--- src/rtl/memory_island_pkg.sv ---
// Shared types and constants for the memory island bank-group scheduler.
package memory_island_pkg;

    typedef enum logic {
        NARROW_PRIO = 1'b0,
        WIDE_PRIO   = 1'b1
    } sched_state_e;

    localparam int unsigned MaxWideStallDefault = 3;
    localparam logic [7:0]  StallCntMax         = '1;

endpackage

--- src/rtl/sched_tag_pipe.sv ---
// Fixed-depth shift register carrying grant tags until the bank read data returns.
module sched_tag_pipe #(
    parameter int unsigned Width = 5,
    parameter int unsigned Depth = 1
) (
    input  logic             clk_i,
    input  logic             rst_ni,
    input  logic [Width-1:0] tag_i,
    output logic [Width-1:0] tag_o
);

    logic [Width-1:0] stages [Depth];

    always_ff @(posedge clk_i or negedge rst_ni) begin
        if (!rst_ni) begin
            for (int unsigned i = 0; i < Depth; i++) begin
                stages[i] <= '0;
            end
        end else begin
            stages[0] <= tag_i;
            for (int unsigned i = 1; i < Depth; i++) begin
                stages[i] <= stages[i-1];
            end
        end
    end

    assign tag_o = stages[Depth-1];

endmodule

--- src/rtl/bank_group_scheduler.sv ---
// Arbitrates one wide bank between NumNarrow narrow slots and a wide port,
// forcing wide priority after MaxWideStall consecutive denied wide cycles.
module bank_group_scheduler
    import memory_island_pkg::*;
#(
    parameter int unsigned NumNarrow     = 4,
    parameter int unsigned AccessLatency = 1,
    parameter int unsigned MaxWideStall  = MaxWideStallDefault
) (
    input  logic                 clk_i,
    input  logic                 rst_ni,
    input  logic [NumNarrow-1:0] narrow_req_valid_i,
    output logic [NumNarrow-1:0] narrow_req_ready_o,
    output logic [NumNarrow-1:0] narrow_rsp_valid_o,
    input  logic                 wide_req_valid_i,
    output logic                 wide_req_ready_o,
    output logic                 wide_rsp_valid_o,
    output logic [NumNarrow-1:0] bank_req_o,
    output logic                 bank_sel_wide_o,
    output logic                 wide_prio_o
);

    localparam logic [7:0] StallLimit = 8'(MaxWideStall);

    sched_state_e state_q, state_d;
    logic [7:0]   stall_cnt_q, stall_cnt_d;
    logic         any_narrow;
    logic         wide_denied;

    assign any_narrow = |narrow_req_valid_i;

    always_comb begin
        narrow_req_ready_o = '0;
        wide_req_ready_o   = 1'b0;
        state_d            = state_q;
        stall_cnt_d        = '0;

        case (state_q)
            NARROW_PRIO: begin
                narrow_req_ready_o = narrow_req_valid_i;
                wide_req_ready_o   = wide_req_valid_i && !any_narrow;
            end
            WIDE_PRIO: begin
                wide_req_ready_o = wide_req_valid_i;
            end
            default: ;
        endcase

        wide_denied = wide_req_valid_i && !wide_req_ready_o;

        if (wide_denied) begin
            stall_cnt_d = (stall_cnt_q == StallCntMax) ? stall_cnt_q : stall_cnt_q + 8'd1;
        end

        // WIDE_PRIO lasts exactly one cycle: either the wide grant or its withdrawal.
        case (state_q)
            NARROW_PRIO: begin
                if (wide_denied && (stall_cnt_d >= StallLimit)) begin
                    state_d = WIDE_PRIO;
                end
            end
            WIDE_PRIO: begin
                state_d = NARROW_PRIO;
            end
            default: begin
                state_d = NARROW_PRIO;
            end
        endcase
    end

    always_ff @(posedge clk_i or negedge rst_ni) begin
        if (!rst_ni) begin
            state_q     <= NARROW_PRIO;
            stall_cnt_q <= '0;
        end else begin
            state_q     <= state_d;
            stall_cnt_q <= stall_cnt_d;
        end
    end

    assign bank_req_o      = wide_req_ready_o ? '1 : narrow_req_ready_o;
    assign bank_sel_wide_o = wide_req_ready_o;
    assign wide_prio_o     = (state_q == WIDE_PRIO);

    sched_tag_pipe #(
        .Width (NumNarrow + 1),
        .Depth (AccessLatency)
    ) i_tag_pipe (
        .clk_i  (clk_i),
        .rst_ni (rst_ni),
        .tag_i  ({wide_req_ready_o, narrow_req_ready_o}),
        .tag_o  ({wide_rsp_valid_o, narrow_rsp_valid_o})
    );

endmodule
--- config.mk ---
export PLATFORM = sky130hd
export DESIGN_NAME = bank_group_scheduler
export DESIGN_NICKNAME = d
export VERILOG_FILES = /design/src/rtl/memory_island_pkg.sv /design/src/rtl/sched_tag_pipe.sv /design/src/rtl/bank_group_scheduler.sv
export SDC_FILE = /design/constraint.sdc
export NUM_CORES = 1
export LEC_CHECK = 0
export ABC_CLOCK_PERIOD_IN_PS = 2000
export CAP_MARGIN = 15
export CORE_UTILIZATION = 44
export CTS_BUF_LIST = sky130_fd_sc_hd__clkbuf_8 sky130_fd_sc_hd__clkbuf_16
export DETAILED_ROUTE_END_ITERATION = 8
export PLACE_DENSITY = 0.73
export SYNTH_ARGS = -nofsm -noshare
export SYNTH_HDL_FRONTEND = slang
export SYNTH_SLANG_ARGS = --single-unit
export TNS_END_PERCENT = 5
--- constraint.sdc ---
create_clock -name clk_i -period 2 [get_ports clk_i]
set_input_delay 0.4 -clock clk_i [delete_from_list [all_inputs] [get_ports clk_i]]
set_output_delay 0.4 -clock clk_i [all_outputs]
set_load 0.02 [all_outputs]
==> impl_results.md <==
- Status: finished, final reports clean
- Placer congestion estimate: approximately 0.81
- Seq/Total Area, Yosys: 0.487
- Worst Tran Pin Value: 639 ps
- Largest net degree at the start of global routing: 15
- Fin. Hold Viols: 0
- Worst slew margin: 0.573
- Core area: approximately 0.0015 sq mm
- Clk Latency, worst-skew pair: 240 ps
- Routed WL: 1.81 mm
- CTS tree: built
- Initial antenna violation count: 0
- Slowest cell on the critical path: dfrtp_1
- Clock Path Buffers: 2
- Reg2reg end: wide_prio_o$_DFF_PN0_
- Io pins: 23
- Vias per std cell: 5.46
- WL/cell: 15.2 um
- Synth warn: 0
- Worst R2R Path Depth: 6
- GRT overflow: 0
- Starting Density: 0.472
- Final min period: 1980 ps
- Synth Area in Compound Gates: 0.0887
- Die Y: 42.4 um
- Final nets: around 110
- IO buf count: 22
- # setup viols final: 0
- Crit path max fanout: 5
- Syn_nets: between 70 and 80
- DRT iter0 DRCs: 21
- Total GRT Usage: 0.214
- Post-route clock period utilization: 0.989
- Family with the most delay on the worst path: simple AND/OR/NAND/NOR gates
- H-Tree Level Count: 1
- CP bufs+invs: 1
- Full die area: 0.00180 sq mm
- Distinct cells, synth: 31
- Diode count: 0
- Overall Power: 1.02 mW
- PwrDens: 927 mW/mm^2
- Rows: 14
- Setup TNS Final: 0 ps
- Crit. Startpoint: wide_prio_o$_DFF_PN0_
- Startpoint Class: flip-flop
- Post-cts hold buffer count: 0
- First-pass detailed-route iteration total: 4
- Hold crit path type: primary input to asynchronous set/reset pin
- Clock Pin Slew Worst Setup and Hold Paths: 60 ps
- Fin util: 0.725
- Fin cells: 119
- Most frequent cells in the layout: dfrtp_1, buf_4, clkdlybuf4s50_1, nand2_1, nor2_1
- Max stage delay on crit path: 540 ps
- Layout cells sized above 1: 0.291
- R2R Setup Slk: 230 ps
- Post-route antenna net violation count: 0
- Synthesized flop and latch total: 14
- Cell breakdown of the critical path: nor2b_4 > nor4_4 > nand2_2 > nand2b_1 > buf_4
- Req. time, crit path: between 1500 and 2000 ps
- Root Buffer Master: clkbuf_8
- P&R area growth vs syn: 53.6%
- Post-Synth Simple-Gate Area: 0.323
- Vias: 650
- Dpl cell area: slightly above 0.001 sq mm
- Largest family of logic cells by synthesized area: simple AND/OR/NAND/NOR gates
- DRC: 0
- Die W: between 40 and 50 um
- Clock sinks: 14
- Design Area, Final: 0.00110 sq mm
- Mapped Area: slightly above 700 sq um
- Crit path arrival time: 1580 ps
- Adder-cell share of the synthesized area: 0.0174
- Dpl hpwl: 1.29 mm
- Post-synthesis xor/xnor area fraction: 0.0487
- Crit Path Class: flip-flop to primary output
- Synth Instances: 71
- Most common cell after layout, fill and taps aside: dfrtp_1
- Nature of the critical path endpoint: primary output
- RR Startpoint: stall_cnt_q[0]$_DFF_PN0_
- Number of CTS-inserted buffers: 3
- Mean post-synth cell area: 10.1 sq um
- Max frequency: 505 MHz
- Max-cap violations: 0
- LEAKAGE: 0.537 nW
- Multiplexer share of the synthesized area: 0
- Cell total after placement: 115
- Vias in the first global route: 661
- Worst VDD drop: 0.716 mV
- Count of pins over their slew limit: 0
- First-pass GRT wire length: 2.88 mm
- Layout Skew: 2.72 ps
## stage by stage
step                setup slack [ps]  hold slack, ps
global route                   -47.5             595
finish                          21.6             552
global placement                -495             539
floorplan                        106             104
CTS                             -162             556
detailed placement              -525             547
## area by class of cell
class | instances | area (sq um)
Multi-Input combinational cell | 52 | 387
Timing Repair Buffer | 32 | 289
Clock buffer | 4 | 55.1
Fill cell | 105 | 419
Inverter | 1 | 3.75
Sequential cell | 14 | 350
Tap cell | 16 | 20.0
## power breakdown
part / internal, mW / switching (mW)
clock: 0.174 / 0.0999
sequential: 0.319 / 0.0391
combinational: 0.195 / 0.197
## synth_stat cells
| cell type | number | area, sq um |
|---|---|---|
| dfrtp_1 | 14 | 350 |
| nand2_1 | 7 | 26.3 |
| nor2_1 | 5 | 18.8 |
| nand2b_1 | 4 | 25.0 |
| nor2b_1 | 4 | 25.0 |
| a21oi_1 | 3 | 15.0 |
| a31oi_1 | 2 | 12.5 |
| and3_1 | 2 | 12.5 |
| and4_1 | 2 | 17.5 |
| buf_2 | 2 | 10.0 |
| nand3_1 | 2 | 10.0 |
| nand4_1 | 2 | 12.5 |
| nor4_1 | 2 | 12.5 |
| xnor2_1 | 2 | 17.5 |
| xor2_1 | 2 | 17.5 |
| a211oi_1 | 1 | 7.51 |
| and4b_1 | 1 | 10.0 |
| buf_4 | 1 | 7.51 |
| clkbuf_1 | 1 | 3.75 |
| ha_1 | 1 | 12.5 |
| inv_1 | 1 | 3.75 |
| nand3b_4 | 1 | 20.0 |
| nand4b_1 | 1 | 8.76 |
| nor3_1 | 1 | 5.00 |
| nor3_2 | 1 | 10.0 |
| nor3b_1 | 1 | 7.51 |
| o21ai_0 | 1 | 5.00 |
| o21bai_1 | 1 | 7.51 |
| o22ai_1 | 1 | 6.26 |
| o32a_1 | 1 | 10.0 |
| or4_4 | 1 | 11.3 |
## kinds of logic (layout without fill, tap and decap cells)
group | after synthesis | in the layout
compound gates | 10 | 10
xor+xnor | 4 | 4
fa+ha+maj | 1 | 1
buf+inv | 5 | 37
flops | 14 | 14
simple gates | 37 | 37
## metal layers
metal	track usage	up-vias	wire length, um
met1	0.272	307	852
li1	-	322	-
met3	0.0517	2	62
met2	0.348	19	876
met5	0	-	0
met4	0.0875	0	14
## worst register-to-register path, delay by kind of cell (launching register included)
family | cells | cell delay [ps]
flip-flops | 1 | 420
adder cells (fa/ha/maj) | 1 | 270
AND/OR/NAND/NOR | 5 | 950
## repair_timing
action / in CTS / in global routing
gates resized for setup: 30 / 20
setup endpoints to repair: 10 / 6
setup buffers: 0 / 0
pin swaps: 0 / 2
## sequential cells by signal (all words and copies together) (netlist names)
register          cells
stall_cnt_q           8
i_tag_pipe.tag_o      5
wide_prio_o           1
## worst max-delay path by stage
stage,cells past startpoint,end,slack (ps)
6_report,5,bank_req_o[0],20
3_3_place_gp,6,bank_sel_wide_o,-500
4_1_cts,6,bank_req_o[1],-160
3_5_place_dp,6,bank_sel_wide_o,-530
5_1_grt,6,bank_req_o[0],-50
2_1_floorplan,5,wide_req_ready_o,110
Note: power is estimated with default switching activity, not from simulation.
